===== config.mk =====
export PLATFORM = sky130hd
export DESIGN_NAME = hififo_interrupt_ctrl
export DESIGN_NICKNAME = d
export VERILOG_FILES = /design/src/rtl/hififo_interrupt_ctrl.sv
export SDC_FILE = /design/constraint.sdc
export NUM_CORES = 1
export LEC_CHECK = 0
export CORE_MARGIN = 2
export CORE_UTILIZATION = 55
export CTS_CLUSTER_DIAMETER = 200
export CTS_CLUSTER_SIZE = 10
export DETAILED_ROUTE_END_ITERATION = 12
export DONT_BUFFER_PORTS = 1
export HOLD_SLACK_MARGIN = 0.06
export PLACE_DENSITY = 0.8
export REMOVE_ABC_BUFFERS = 1
export SETUP_SLACK_MARGIN = 0.5
export SYNTH_ARGS = -nofsm -noshare
export SYNTH_HDL_FRONTEND = slang
export SYNTH_SLANG_ARGS = --single-unit

===== constraint.sdc =====
create_clock -name clock -period 8.9 [get_ports clock]
set_input_delay 1.78 -clock clock [delete_from_list [all_inputs] [get_ports clock]]
set_output_delay 1.78 -clock clock [all_outputs]
set_load 0.05 [all_outputs]

===== src/rtl/hififo_interrupt_ctrl.sv =====
// Round-robin MSI scheduler: collects per-FIFO event pulses, masks them with a
// PIO enable register and issues one interrupt at a time with a post-accept holdoff.
module hififo_interrupt_ctrl #(
  parameter logic [10:0] ADDR_ENABLE = 11'd9,
  parameter int unsigned HOLDOFF     = 16
) (
  input  logic        clock,
  input  logic        reset,
  input  logic        pio_wvalid,
  input  logic [10:0] pio_addr,
  input  logic [63:0] pio_wdata,
  input  logic [7:0]  events,
  input  logic [2:0]  interrupts_enabled,
  output logic        interrupt,
  output logic [3:0]  interrupt_num,
  input  logic        interrupt_rdy,
  output logic [7:0]  pending,
  output logic [1:0]  dbg_state
);

  // Handshake: a request is presented by holding interrupt=1 with a stable
  // interrupt_num; it is consumed on the first clock edge where interrupt and
  // interrupt_rdy are both 1. interrupt_rdy has no effect at any other time.

  typedef enum logic [1:0] {
    ST_IDLE    = 2'd0,
    ST_ASSERT  = 2'd1,
    ST_HOLDOFF = 2'd2
  } state_t;

  localparam logic [7:0] HOLD_LOAD = 8'(HOLDOFF - 1);

  state_t      state, state_next;
  logic [7:0]  enable, enable_next;
  logic [7:0]  pending_next, clear_mask;
  logic [7:0]  hold_cnt, hold_next;
  logic [2:0]  last_grant, last_next;
  logic        interrupt_next;
  logic [3:0]  num_next;
  logic [2:0]  grant;
  logic        grant_found;
  logic [2:0]  vec_mask;
  logic        pio_hit;
  logic        accept;
  logic        unused_wdata;

  assign unused_wdata = ^pio_wdata[63:16];
  assign dbg_state    = state;
  assign pio_hit      = pio_wvalid && (pio_addr == ADDR_ENABLE);
  assign accept       = (state == ST_ASSERT) && interrupt && interrupt_rdy;

  function automatic logic [3:0] vec_of(input logic [2:0] fifo, input logic [2:0] mask);
    return {1'b0, fifo & mask};
  endfunction

  always_comb begin
    case (interrupts_enabled)
      3'd0:    vec_mask = 3'b000;
      3'd1:    vec_mask = 3'b001;
      3'd2:    vec_mask = 3'b011;
      default: vec_mask = 3'b111;
    endcase
  end

  // Search starts just after the previous winner so every FIFO gets a turn.
  always_comb begin
    grant       = '0;
    grant_found = 1'b0;
    for (int k = 1; k <= 8; k++) begin
      if (!grant_found && pending[last_grant + 3'(k)]) begin
        grant       = last_grant + 3'(k);
        grant_found = 1'b1;
      end
    end
  end

  // Sets are applied after clears so a same-cycle event keeps its bit.
  always_comb begin
    enable_next = pio_hit ? pio_wdata[7:0] : enable;
    clear_mask  = '0;
    if (pio_hit) begin
      clear_mask = pio_wdata[15:8] | (enable & ~pio_wdata[7:0]);
    end
    if (accept) begin
      for (int j = 0; j < 8; j++) begin
        if (vec_of(3'(j), vec_mask) == interrupt_num) clear_mask[j] = 1'b1;
      end
    end
    pending_next = (pending & ~clear_mask) | (events & enable);
  end

  always_comb begin
    state_next     = state;
    interrupt_next = interrupt;
    num_next       = interrupt_num;
    hold_next      = hold_cnt;
    last_next      = last_grant;
    case (state)
      ST_IDLE: begin
        if (grant_found) begin
          interrupt_next = 1'b1;
          num_next       = vec_of(grant, vec_mask);
          last_next      = grant;
          state_next     = ST_ASSERT;
        end
      end
      ST_ASSERT: begin
        if (interrupt_rdy) begin
          interrupt_next = 1'b0;
          hold_next      = HOLD_LOAD;
          state_next     = ST_HOLDOFF;
        end
      end
      ST_HOLDOFF: begin
        if (hold_cnt == 8'd0) state_next = ST_IDLE;
        else                  hold_next  = hold_cnt - 8'd1;
      end
      default: state_next = ST_IDLE;
    endcase
  end

  always_ff @(posedge clock or posedge reset) begin
    if (reset) begin
      state         <= ST_IDLE;
      enable        <= '0;
      pending       <= '0;
      hold_cnt      <= '0;
      last_grant    <= 3'd7;
      interrupt     <= 1'b0;
      interrupt_num <= '0;
    end else begin
      state         <= state_next;
      enable        <= enable_next;
      pending       <= pending_next;
      hold_cnt      <= hold_next;
      last_grant    <= last_next;
      interrupt     <= interrupt_next;
      interrupt_num <= num_next;
    end
  end

endmodule

=== After elaboration in Yosys (flattened, before gate mapping) ===
Index checks and enable logic that the tools add are counted.

* Input bits: 90
* Bits in registers: 33
* Output and inout port bits: 15

* Add/subtract/negate cells: 8
* Bitwise gates (word level): 8
* Eq/ne operators: 16
* Reduce and logical (&&, ||, !) cells: 27
* Multiplexer cells: 53
* Order comparisons: 8

{| class="wikitable"
|+ Operators with widths
! kind !! number
|-
| 3-bit by 4-bit < comparator with 1-bit output (second input constant) || 8
|-
| 8-bit two-way mux || 4
|-
| 1-bit two-way mux || 26
|-
| 8-bit AND || 3
|-
| 1-bit binary-select mux with 3-bit select || 8
|-
| 3-bit two-way mux || 8
|-
| 8-bit NOT || 2
|-
| 8-bit OR || 2
|-
| 8-bit one-hot mux with 2 select lines || 1
|-
| 3-bit adder (second input constant) || 4
|-
| 3-bit equality test || 4
|-
| 11-bit by 4-bit equality test with 1-bit output (second input constant) || 1
|-
| 1-bit logical AND || 10
|-
| 3-bit one-hot mux with 3 select lines || 1
|-
| 3-bit AND reduction || 3
|-
| 8-bit zero test || 1
|-
| 2-bit inequality test (second input constant) || 4
|-
| 8-bit by 1-bit subtractor with 8-bit output (second input constant) || 1
|-
| 1-bit zero test || 7
|-
| 3-bit by 2-bit adder with 3-bit output (second input constant) || 2
|-
| 2-bit by 3-bit equality test with 1-bit output || 2
|-
| 2-bit two-way mux || 3
|-
| 2-bit one-hot mux with 3 select lines || 1
|-
| 4-bit zero test || 1
|-
| other kinds (12) || 13
|}

=== Longest topological paths before layout ===
* Word-level depth: 27
* Gate-level depth with buffers: 14

=== Worst setup path after synthesis ===
No wires, ideal clock.

* Path type: register -> register
* Start: register last_grant[0]
* End: register interrupt_num[1]
* Path slack: 5536 ps
* Period minus slack after synthesis: 3364 ps
* Path buffers: 5
* Cell stages (with the launch flop): 15
* Arrival time: 3244 ps
* Cell sequence: dfstp_2 > buf_6 > clkbuf_4 > buf_2 > inv_1 > ha_1 > buf_6 > buf_8 > mux4_2 > nand2_1 > o2111ai_1 > and4bb_2 > o31a_1 > a211o_1 > a31o_1

* Word-level cells in the longest chain between the ends: 26
* Elaborated cells on any way between the ends: 55
* Those cells by class: add/sub (7); mux (32); bitwise (1); reduce/logical (15)

{| class="wikitable"
|+ RTL lines
! what !! line !! text
|-
| start: declaration || 37 || <nowiki>logic [2:0] last_grant, last_next;</nowiki>
|-
| start signal: assignment || 136 || <nowiki>last_grant <= last_next;</nowiki>
|-
| 3-bit by 1-bit adder with 3-bit output || 70, 71 ||
|-
| 1-bit binary-select mux with 3-bit select || 70 || <nowiki>if (!grant_found && pending[last_grant + 3'(k)]) begin</nowiki>
|-
| 1-bit two-way mux (not written as such) || 70 ||
|-
| 1-bit two-way mux || 70 ||
|-
| 1-bit zero test || 70 ||
|-
| 1-bit logical AND || 70 ||
|-
| 1-bit two-way mux || 70 ||
|-
| 1-bit zero test || 70 ||
|-
| [10 not listed] || -- ||
|-
| 1-bit two-way mux || 70 ||
|-
| 1-bit zero test || 70 ||
|-
| 1-bit logical AND || 70 ||
|-
| 1-bit two-way mux || 70 ||
|-
| 1-bit zero test || 70 ||
|-
| 1-bit logical AND || 70 ||
|-
| 3-bit two-way mux or 1-bit two-way mux (tied branches) || 70 ||
|-
| 3-bit AND or 2-bit AND reduction (tied branches) || -- ||
|-
| end signal: assignment || 138 || <nowiki>interrupt_num <= num_next;</nowiki>
|-
| end: declaration || 15 || <nowiki>output logic [3:0] interrupt_num,</nowiki>
|}

Several ways; a longest one is shown, not always the timed one. The select of a mux whose other input is x is not followed.
A chain may end at the register's enable or synchronous reset.

=== Worst setup path after layout ===
* Start: register last_grant[0]
* End: register interrupt_num[0]

Same word-level chain as after synthesis.

==> metrics.md <==
| Metric | Value |
|---|---|
| Boundary Pins | `105` |
| Worst-Margin Slew | `743 ps` |
| Die height | `72.8 um` |
| Required @ worst endpoint | `9050 ps` |
| Sequence of cells on the critical path | `inv_1 -> ha_1 -> mux4_2 -> mux2_4 -> a2111oi_2 -> nor2_1 -> nor4_1 -> a21oi_1` |
| Area of the placeable core | `0.00463 mm2` |
| Sort of element at the end of the critical path | `flip-flop` |
| Shortest clock period the worst path allows after layout | `4100 ps` |
| Post-layout instance count excluding filler cells | `329` |
| Wl on met1 | `2530 um` |
| Max stage delay cell, worst path | `dfstp_2` |
| Startpoint kind of the worst setup timing path | `flip-flop` |
| Via count of the first global-routing pass | `1,990` |
| Sequential cell area fraction in the yosys report | `31.8%` |
| Unrepaired setup endpoints after global routing | `no` |
| Number of buffers added on ports | `0` |
| Critical Path Fanout Max | `25` |
| Count of synthesis-stage warnings from yosys | `0` |
| Worst Skew | `7.02 ps` |
| Total of cells resized after clock tree synthesis | `0` |
| Overflow after GRT | `0` |
| First-iteration detailed-routing DRC count | `145` |
| Class of the most critical hold timing path | `reg2reg` |
| Maximum cell stage delay along the critical path | `900 ps` |
| Number of filler cells placed in the layout | `431` |
| Placed Cells | `321` |
| Post-synthesis cell type count | `71` |
| Setup tns final | `0 ps` |
| Max Clock Freq | `244 MHz` |
| Number of placement rows | `25` |
| Initial Util | `56.3%` |
| First-pass iteration count of the detailed router | `4` |
| Fraction of post-synthesis cell area in the top cell type by area | `28.8%` |
| WL met2 | `2770 um` |
| VDD IR-drop max | `0.155 mV` |
| MaxCap Viol Count | `0` |
| Initial antenna violation count | `0` |
| Period utilization | `46.0%` |
| Overall die area | `0.00530 mm2` |
| Wire length after detailed routing | `5700 um` |
| Insertion delay of the later-clocked pin in the worst-skew pair | `290 ps` |
| HPWL after detailed placement | `4200 um` |
| Clock slew seen by the registers of the worst setup and hold paths | `70 ps` |
| Total count of hold-check failures in the final report | `0` |
| Final Max Tran Viols | `0` |
| Library cell with the largest summed area after synthesis | `dfrtp_1` |
| Worst setup path class | `reg2reg` |
| Most instantiated library cell after synthesis | `nand2_1` |
| Share of layout cells above drive strength 1 | `15.3%` |
| Number of synthesized register bits | `33` |
| Inserted Diodes | `0` |
| Run status | `complete, no violations` |
| Ranking of synthesized cells by area | `dfrtp_1 29%, mux4_2 7.8%, nand2_1 5.5%, mux2i_1 5.0%, o21ai_0 3.8%` |
| Remaining DRCs | `0` |
| Die width | `72.8 um` |
| Buffer depth of the longest clock path | `2` |
| Async set-reset flop share out of synthesis | `100%` |
| TritonCTS Sinks | `33` |
| Remaining antenna violation count | `0` |
| Slew margin rel. | `50.5%` |
| Number of buffers and inverters on the critical path | `1` |
| Cell chosen for the clock root | `clkbuf_8` |
| Avg Vias per Cell | `6.34` |
| Number of levels the H-tree was split into | `2` |
| Leak pwr | `0.00111 uW` |
| Number of buffers inserted for hold repair after clock tree synthesis | `0` |
| Setup violators final | `0` |
| Arrival time of the worst setup path | `4250 ps` |
| Maximum number of pins on one net before global-route repair | `34` |
| Wire length of the first global-routing pass | `9200 um` |
| TritonCTS clock tree | `yes` |
| Post-synthesis instance total | `279` |
| Number of buffers inserted during clock tree synthesis | `5` |
| Relative area change from synthesis to final layout | `2.50%` |
| Detailed-routed wire length on met3 | `299 um` |
| Routed len/inst | `17.3 um` |
| Post-synth EDFFs | `0` |
| Total global-route track usage | `22.1%` |
| Most common flop cell mapped by yosys | `dfrtp_1` |
| Post-CTS setup buffer count | `0` |
| Nets | `368` |
| Gpl congestion | `0.876` |
| Mapped cell area | `0.00260 mm2` |
| Cell types with the highest counts after synthesis | `38 x nand2_1, 30 x dfrtp_1, 20 x o21ai_0` |
| Avg Cell Area, Syn | `9.34 um2` |
| Dominant delay contributor by cell family on the critical path | `multiplexers` |
| Detailed-route via count | `2,087` |
| Total power per unit cell area | `364 mW/mm2` |
| Highest metal used | `met4` |
==> path summary, 6_finish.rpt <==
check / from / to / cells past startpoint / slack (ps)
worst max register to register: last_grant[0] / interrupt_num[0] / 8 / 4800
worst max-delay path: last_grant[0] / interrupt_num[0] / 8 / 4800
worst min-delay path: enable[3] / pending[3] / 2 / 500
min in group asynchronous: reset / enable[4] / 2 / 1460
worst min register to register: enable[3] / pending[3] / 2 / 500
max in group asynchronous: reset / last_grant[1] / 2 / 7110
==> final cells by class <==
class / instances / area [um2] / share of cell area (%)
Multi-Input combinational cell: 215 / 1610 / 60.2
Sequential cell: 33 / 830 / 31.1
Clock buffer: 5 / 68.8 / 2.58
Inverter: 18 / 67.6 / 2.53
Tap cell: 54 / 67.6 / 2.53
Clock inverter: 3 / 22.5 / 0.843
Timing Repair Buffer: 1 / 7.51 / 0.281
==> layer usage <==
metal	global-route usage, %	vias to the layer above
met3	3.31	7
met2	34.7	78
met4	7.82	0
li1	-	1009
met5	0	-
met1	31.2	993
==> worst reg2reg max path: stages (launching register included) <==
cell and delay (ps):
dfstp_2 900, inv_1 190, ha_1 770, mux4_2 660, mux2_4 330, a2111oi_2 400
nor2_1 100, nor4_1 530, a21oi_1 80
==> placed cells by master (no fill, tap or decap), types with 5 or more instances in the layout <==
cell	synthesis	layout
dfrtp_1	30	30
mux2i_1	13	13
nor2_1	15	15
mux4_2	9	9
nand3_1	6	6
a21oi_1	18	18
nand2_1	38	38
o21ai_0	20	20
clkbuf_8	1	5
xor2_1	7	7
nor3_1	8	8
inv_1	18	18
==> registers in the layout, indices dropped and copies added, names as in the netlist <==
name / count
last_grant: 3
interrupt_num: 3
enable: 8
dbg_state: 2
pending: 8
interrupt: 1
hold_cnt: 8
==> report_power, final <==
part / internal, uW / switching, uW
clock network: 54.8 / 57.2
logic: 237 / 290
registers: 187 / 146
==> stage by stage <==
step                      setup slack (ps)  total power [uW]  hold slack, ps  cell area (um2)  utilization (%)
after floorplan                       5450               746             457             2500                -
after global placement                4970               839             470             2580             55.7
after detailed placement              4860               852             477             2580             55.7
after CTS                             4840               968             500             2670             57.7
after global routing                  4560              1040             533             2670             57.7
final                                 4800               971             498             2670             57.7
==> cells by family after synthesis <==
kind of cell / after synthesis / synth area share (%)
AND/OR/NAND/NOR: 99 / 20.4
multiplexers: 28 / 15.7
XOR/XNOR: 11 / 4.42
flip-flops: 33 / 31.8
adder cells (fa/ha/maj): 4 / 1.92
AO/OA/AOI/OAI: 72 / 19.2
other: 1 / 0.144
buffers and inverters: 31 / 6.48
No activity file was read; power rests on OpenSTA's default activity.
